$ cat src/rtl/adc_capture_train_if.sv
// Handshake-free data bundle between the ADC capture stage and its consumer.
// The master drives raw pins and control; the slave returns samples and checker status.
interface adc_capture_train_if #(
    parameter int unsigned WIDTH = 14,
    parameter int unsigned NCHAN = 2,
    parameter int unsigned ERR_W = 16
);
    logic [NCHAN*WIDTH-1:0] adc_in;
    logic                   train_en;
    logic                   clr_err;
    logic [NCHAN*WIDTH-1:0] adc_out;
    logic [NCHAN-1:0]       locked;
    logic [NCHAN*ERR_W-1:0] err_count;

    modport master (
        output adc_in,
        output train_en,
        output clr_err,
        input  adc_out,
        input  locked,
        input  err_count
    );

    modport slave (
        input  adc_in,
        input  train_en,
        input  clr_err,
        output adc_out,
        output locked,
        output err_count
    );
endinterface

$ cat src/rtl/adc_capture_train.sv
// Two-stage multi-channel ADC capture with per-channel polarity correction and an
// independent training-pattern checker (lock flag + saturating error count) per channel.
module adc_capture_train #(
    parameter int unsigned      WIDTH    = 14,
    parameter int unsigned      NCHAN    = 2,
    parameter logic [NCHAN-1:0] INV_MASK = 2'b01,
    parameter logic [WIDTH-1:0] PAT_A    = 14'h2AAA,
    parameter logic [WIDTH-1:0] PAT_B    = 14'h1555,
    parameter int unsigned      LOCK_CNT = 64,
    parameter int unsigned      ERR_W    = 16
) (
    input logic                clk,
    input logic                rst,
    adc_capture_train_if.slave bus_io
);
    localparam int unsigned      RUN_W    = $clog2(LOCK_CNT + 1);
    localparam logic [RUN_W-1:0] RUN_LAST = RUN_W'(LOCK_CNT - 1);

    typedef enum logic [1:0] {StIdle, StSearch, StTrack, StLocked} state_e;

    logic [NCHAN*WIDTH-1:0] stage1_q;
    logic [NCHAN*WIDTH-1:0] stage2_q;
    logic [NCHAN*WIDTH-1:0] stage2_d;
    logic [NCHAN-1:0]       locked_w;
    logic [NCHAN*ERR_W-1:0] err_w;

    always_comb begin
        stage2_d = '0;
        for (int n = 0; n < NCHAN; n++) begin
            stage2_d[n*WIDTH +: WIDTH] = stage1_q[n*WIDTH +: WIDTH] ^ {WIDTH{INV_MASK[n]}};
        end
    end

    // Stage 1 stays a bare register so it can be packed into the input pad flop.
    always_ff @(posedge clk or posedge rst) begin
        if (rst) begin
            stage1_q <= '0;
            stage2_q <= '0;
        end else begin
            stage1_q <= bus_io.adc_in;
            stage2_q <= stage2_d;
        end
    end

    for (genvar n = 0; n < NCHAN; n++) begin : g_chk
        state_e           st_q;
        logic [RUN_W-1:0] run_q;
        logic [WIDTH-1:0] exp_q;
        logic             locked_q;
        logic [ERR_W-1:0] err_q;
        logic [WIDTH-1:0] word;
        logic             hit_a;
        logic             hit_b;
        logic             match;
        logic             tracking;
        logic             miss;

        assign word     = stage2_q[n*WIDTH +: WIDTH];
        assign hit_a    = (word == PAT_A);
        assign hit_b    = (word == PAT_B);
        assign match    = (word == exp_q);
        assign tracking = (st_q == StTrack) || (st_q == StLocked);
        assign miss     = bus_io.train_en && tracking && !match;

        always_ff @(posedge clk or posedge rst) begin
            if (rst) begin
                st_q     <= StIdle;
                run_q    <= '0;
                exp_q    <= PAT_A;
                locked_q <= 1'b0;
                err_q    <= '0;
            end else begin
                if (bus_io.clr_err) begin
                    err_q <= '0;
                end else if (miss && (err_q != '1)) begin
                    err_q <= err_q + 1'b1;
                end

                if (!bus_io.train_en) begin
                    st_q  <= StIdle;
                    run_q <= '0;
                end else begin
                    unique case (st_q)
                        StIdle: begin
                            st_q     <= StSearch;
                            locked_q <= 1'b0;
                        end
                        default: begin
                            if (hit_a || hit_b) begin
                                exp_q <= hit_a ? PAT_B : PAT_A;
                            end
                            if (tracking && match) begin
                                if (st_q == StTrack) begin
                                    run_q <= run_q + 1'b1;
                                    if (run_q == RUN_LAST) begin
                                        locked_q <= 1'b1;
                                        st_q     <= StLocked;
                                    end
                                end
                            end else begin
                                // A mismatching word that is itself a training word restarts the run.
                                locked_q <= 1'b0;
                                if (hit_a || hit_b) begin
                                    run_q <= RUN_W'(1);
                                    st_q  <= StTrack;
                                end else begin
                                    run_q <= '0;
                                    st_q  <= StSearch;
                                end
                            end
                        end
                    endcase
                end
            end
        end

        assign locked_w[n]                = locked_q;
        assign err_w[n*ERR_W +: ERR_W]    = err_q;
    end

    assign bus_io.adc_out   = stage2_q;
    assign bus_io.locked    = locked_w;
    assign bus_io.err_count = err_w;
endmodule

$ cat src/flat_wrapper.sv
// flat-port wrapper written by rule: the top's interface ports become plain ports
module adc_capture_train_flat 
#(
    parameter int unsigned      WIDTH    = 14,
    parameter int unsigned      NCHAN    = 2,
    parameter logic [NCHAN-1:0] INV_MASK = 2'b01,
    parameter logic [WIDTH-1:0] PAT_A    = 14'h2AAA,
    parameter logic [WIDTH-1:0] PAT_B    = 14'h1555,
    parameter int unsigned      LOCK_CNT = 64,
    parameter int unsigned      ERR_W    = 16
)
  (clk, rst, bus_io_adc_in, bus_io_train_en, bus_io_clr_err, bus_io_adc_out, bus_io_locked, bus_io_err_count);
  adc_capture_train_if #(.WIDTH(WIDTH), .NCHAN(NCHAN), .ERR_W(ERR_W)) bus_io_i ();
  input logic clk;
  input logic rst;
  input wire logic [$bits(bus_io_i.adc_in)-1:0] bus_io_adc_in;
  input wire logic [$bits(bus_io_i.train_en)-1:0] bus_io_train_en;
  input wire logic [$bits(bus_io_i.clr_err)-1:0] bus_io_clr_err;
  output wire logic [$bits(bus_io_i.adc_out)-1:0] bus_io_adc_out;
  output wire logic [$bits(bus_io_i.locked)-1:0] bus_io_locked;
  output wire logic [$bits(bus_io_i.err_count)-1:0] bus_io_err_count;
  assign bus_io_i.adc_in = bus_io_adc_in;
  assign bus_io_i.train_en = bus_io_train_en;
  assign bus_io_i.clr_err = bus_io_clr_err;
  assign bus_io_adc_out = bus_io_i.adc_out;
  assign bus_io_locked = bus_io_i.locked;
  assign bus_io_err_count = bus_io_i.err_count;
  adc_capture_train #(.WIDTH(WIDTH), .NCHAN(NCHAN), .INV_MASK(INV_MASK), .PAT_A(PAT_A), .PAT_B(PAT_B), .LOCK_CNT(LOCK_CNT), .ERR_W(ERR_W)) u_core (.clk(clk), .rst(rst), .bus_io(bus_io_i));
endmodule
$ cat config.mk
export PLATFORM = sky130hd
export DESIGN_NAME = adc_capture_train_flat
export DESIGN_NICKNAME = d
export VERILOG_FILES = /design/src/rtl/adc_capture_train_if.sv /design/src/rtl/adc_capture_train.sv /design/src/flat_wrapper.sv
export SDC_FILE = /design/constraint.sdc
export NUM_CORES = 1
export LEC_CHECK = 0
export ABC_CLOCK_PERIOD_IN_PS = 5400
export BUFFER_PORTS_ARGS = -buffer_cell sky130_fd_sc_hd__buf_2
export CELL_PAD_IN_SITES_DETAIL_PLACEMENT = 0
export CELL_PAD_IN_SITES_GLOBAL_PLACEMENT = 2
export CORE_ASPECT_RATIO = 0.8
export CORE_UTILIZATION = 35
export DETAILED_ROUTE_END_ITERATION = 10
export GPL_TIMING_DRIVEN = 0
export PLACE_DENSITY_LB_ADDON = 0.1
export SETUP_SLACK_MARGIN = 0.5
export SYNTH_ARGS = -nofsm -noshare
export SYNTH_HDL_FRONTEND = slang
export SYNTH_SLANG_ARGS = --single-unit
$ cat constraint.sdc
create_clock -name clk -period 5.4 [get_ports clk]
set_clock_uncertainty 0.2 [all_clocks]
set_input_delay 1.62 -clock clk [delete_from_list [all_inputs] [get_ports clk]]
set_output_delay 1.62 -clock clk [all_outputs]
set_load 0.005 [all_outputs]
==> results.json <==
{
  "status": "finished, final reports clean",
  "cp-end-kind": "flip-flop",
  "cts_made_buffers": 9,
  "fmax_mhz": 289,
  "postSynth.asyncResetShare_pct": 100,
  "port_buffers": 91,
  "p_leak_nw": 2.62,
  "synth_edf_count": 0,
  "hold_viol_final": 0,
  "synth_common_cells": "dfrtp_1, a21oi_1, or4_1",
  "drt_iter0_drc": 278,
  "clk_latency_ns": 0.35,
  "critPathArrivalTime_ns": 3.53,
  "vdd_drop_max_mv": 0.164,
  "maxSlewHeadroom_pct": 63.6,
  "cts_htree_levels": 3,
  "dpl_cell_area_mm2": 0.00566,
  "syn2layout_area_growth_pct": 20.4,
  "grt_pass1_wl_um": 20200,
  "grt_max_degree": 82,
  "slowest_delay_ns": 0.51,
  "dieArea_mm2": 0.0146,
  "drt-wirelength-per-cell_um": 15.9,
  "cts_root_buffer": "clkbuf_16",
  "crit_required_ns": 5.48,
  "io_pins": 94,
  "grt_pass1_vias": 3938,
  "synth_top_area_cell": "dfrtp_1",
  "grt-ovfl-total": 0,
  "cap_violations": 0,
  "drc": 0,
  "die-width_um": 135,
  "hold_class": "flip-flop to flip-flop",
  "cpMostUsedCell": "clkbuf_1",
  "cts_resized": 0,
  "drive_gt1_share_pct": 23.9,
  "synth_area_mm2": 0.00494,
  "stdcell_area_mm2": 0.00595,
  "cp_max_fo": 10,
  "worst_path_max_delay_cell": "or4_1",
  "vias": 4007,
  "ys_types": 55,
  "crit_path_cell_trace": "clkbuf_1 > inv_1 > a311o_1 > clkbuf_1 > or4_1 > a21oi_1",
  "diodes": 0,
  "rows": 38,
  "timing_worst_slew_pin_value_ns": 0.542,
  "routabilityCongestion": 0.777,
  "finalSetupViolCount": 0,
  "start_util_pct": 36.1,
  "start_kind": "input port",
  "synth_most_common_cell": "dfrtp_1",
  "seqCellArea_mm2": 0.00281,
  "post-cts-setup-buffer-count": 0,
  "r2r_cells": 8,
  "crit_type": "input port to flip-flop",
  "yosys_register_bits": 112,
  "finalCritPeriodShare_pct": 64.0,
  "synth_top_area_share_pct": 55.7,
  "finalNonFillerCells": 748,
  "cts_sinks": 112,
  "antenna_found_initial": 0,
  "viasPerCell": 5.36,
  "synth_nets": 496,
  "period_needed_ns": 3.46,
  "ys_warn_count": 0,
  "total_power_mw": 1.61,
  "synth_flop_cell": "dfrtp_1",
  "ctsLongestPathBuffers": 2,
  "clkTransAtPathRegs_ns": 0.08,
  "die_h_um": 108,
  "tritoncts": "done",
  "synthCells": 460,
  "hold_buffers": 0,
  "hpwl_um": 8150,
  "fin_nets": 599,
  "track_usage_pct": 17.7,
  "pwr_density_cell_mw_per_mm2": 270,
  "finalWirelength_um": 11900,
  "avgSynthCellArea_um2": 10.7,
  "antenna_left": 0,
  "synthTopCellsByArea": "dfrtp_1, or4_1, a21oi_1",
  "dp.cells": 732,
  "hold_depth": 0,
  "yosysSeqAreaShare_pct": 56.7,
  "rsz0062_at_grt": "false",
  "fill_cells": 1375,
  "drv_slew": 0,
  "fin_tns_setup_ns": 0,
  "multi_input_area_mm2": 0.00189,
  "core-area_mm2": 0.0137,
  "drt_pre_antenna_iters": 4
}
-- report_power, final --
group | total (mW) | internal (mW) | switching [mW]
clock network | 0.667 | 0.328 | 0.340
registers | 0.874 | 0.861 | 0.0126
logic | 0.0681 | 0.0239 | 0.0442
total | 1.61 | 1.21 | 0.396
-- metal layers --
| metal | wire, um | track usage (%) |
|---|---|---|
| met1 | 5870 | 25.0 |
| met2 | 5550 | 28.3 |
| met3 | 365 | 3.14 |
| met4 | 112 | 4.41 |
| met5 | 0 | 0 |
-- cell families after synthesis --
| kind of cell | count (synthesis) | synth area share [%] |
|---|---|---|
| compound gates | 105 | 13.7 |
| xor+xnor | 1 | 0.177 |
| fa+ha+maj | 4 | 1.01 |
| buf+inv | 53 | 5.06 |
| flops | 112 | 56.7 |
| mux | 11 | 2.53 |
| simple gates | 174 | 20.8 |
-- placed cells by master, fill, tap and decap left out, types with 14 or more instances in the layout --
cell type	count
a21oi_1	39
and3_1	15
buf_2	96
clkbuf_1	14
dfrtp_1	110
inv_1	23
nand2_1	19
nand3_1	26
nand4_1	17
nor2_1	15
o31ai_1	23
or4_1	28
-- critical path: cells and delay by family --
kind / cells / cell delay (ns)
AND/OR/NAND/NOR: 1 / 0.51
buffers and inverters: 3 / 0.85
AO/OA/AOI/OAI: 2 / 0.55
-- worst paths after layout --
check,start,end,slack [ns]
setup / recovery,bus_io_train_en,u_core.g_chk[0].err_q[7],1.94
hold / removal,u_core.stage1_q[22],u_core.bus_io.adc_out[22],0.15
setup reg to reg,u_core.g_chk[1].err_q[0],u_core.g_chk[1].err_q[0],2.76
hold reg to reg,u_core.stage1_q[22],u_core.bus_io.adc_out[22],0.15
max in group asynchronous,rst,u_core.g_chk[1].exp_q[11],3.26
min in group asynchronous,rst,u_core.bus_io.adc_out[6],1.03
-- through the flow --
stage	hold slack, ns	util (%)	worst slack [ns]
2_1_floorplan	0.131	-	0.624
3_3_place_gp	0.132	41.1	-0.779
3_5_place_dp	0.135	41.3	1.55
4_1_cts	0.152	43.5	1.91
5_1_grt	0.155	43.5	1.75
6_report	0.149	43.5	1.94
-- registers in the layout, summed over array words and instances, names as in the netlist --
signal	count
u_core.bus_io.adc_out	28
u_core.g_chk.err_q	32
u_core.g_chk.exp_q	4
u_core.g_chk.locked_q	2
u_core.g_chk.run_q	14
u_core.g_chk.st_q	4
u_core.stage1_q	28
-- cell type report --
cell class / count / area share [%]
clock buffers: 9 / 3.78
well taps: 180 / 3.78
plain buffers: 29 / 2.69
flip-flops and latches: 112 / 47.1
multi-input cells: 295 / 31.7
clock inverters: 7 / 1.20
repair buffers: 92 / 8.11
inverters: 24 / 1.60
Power figures use the tool's default switching activity.
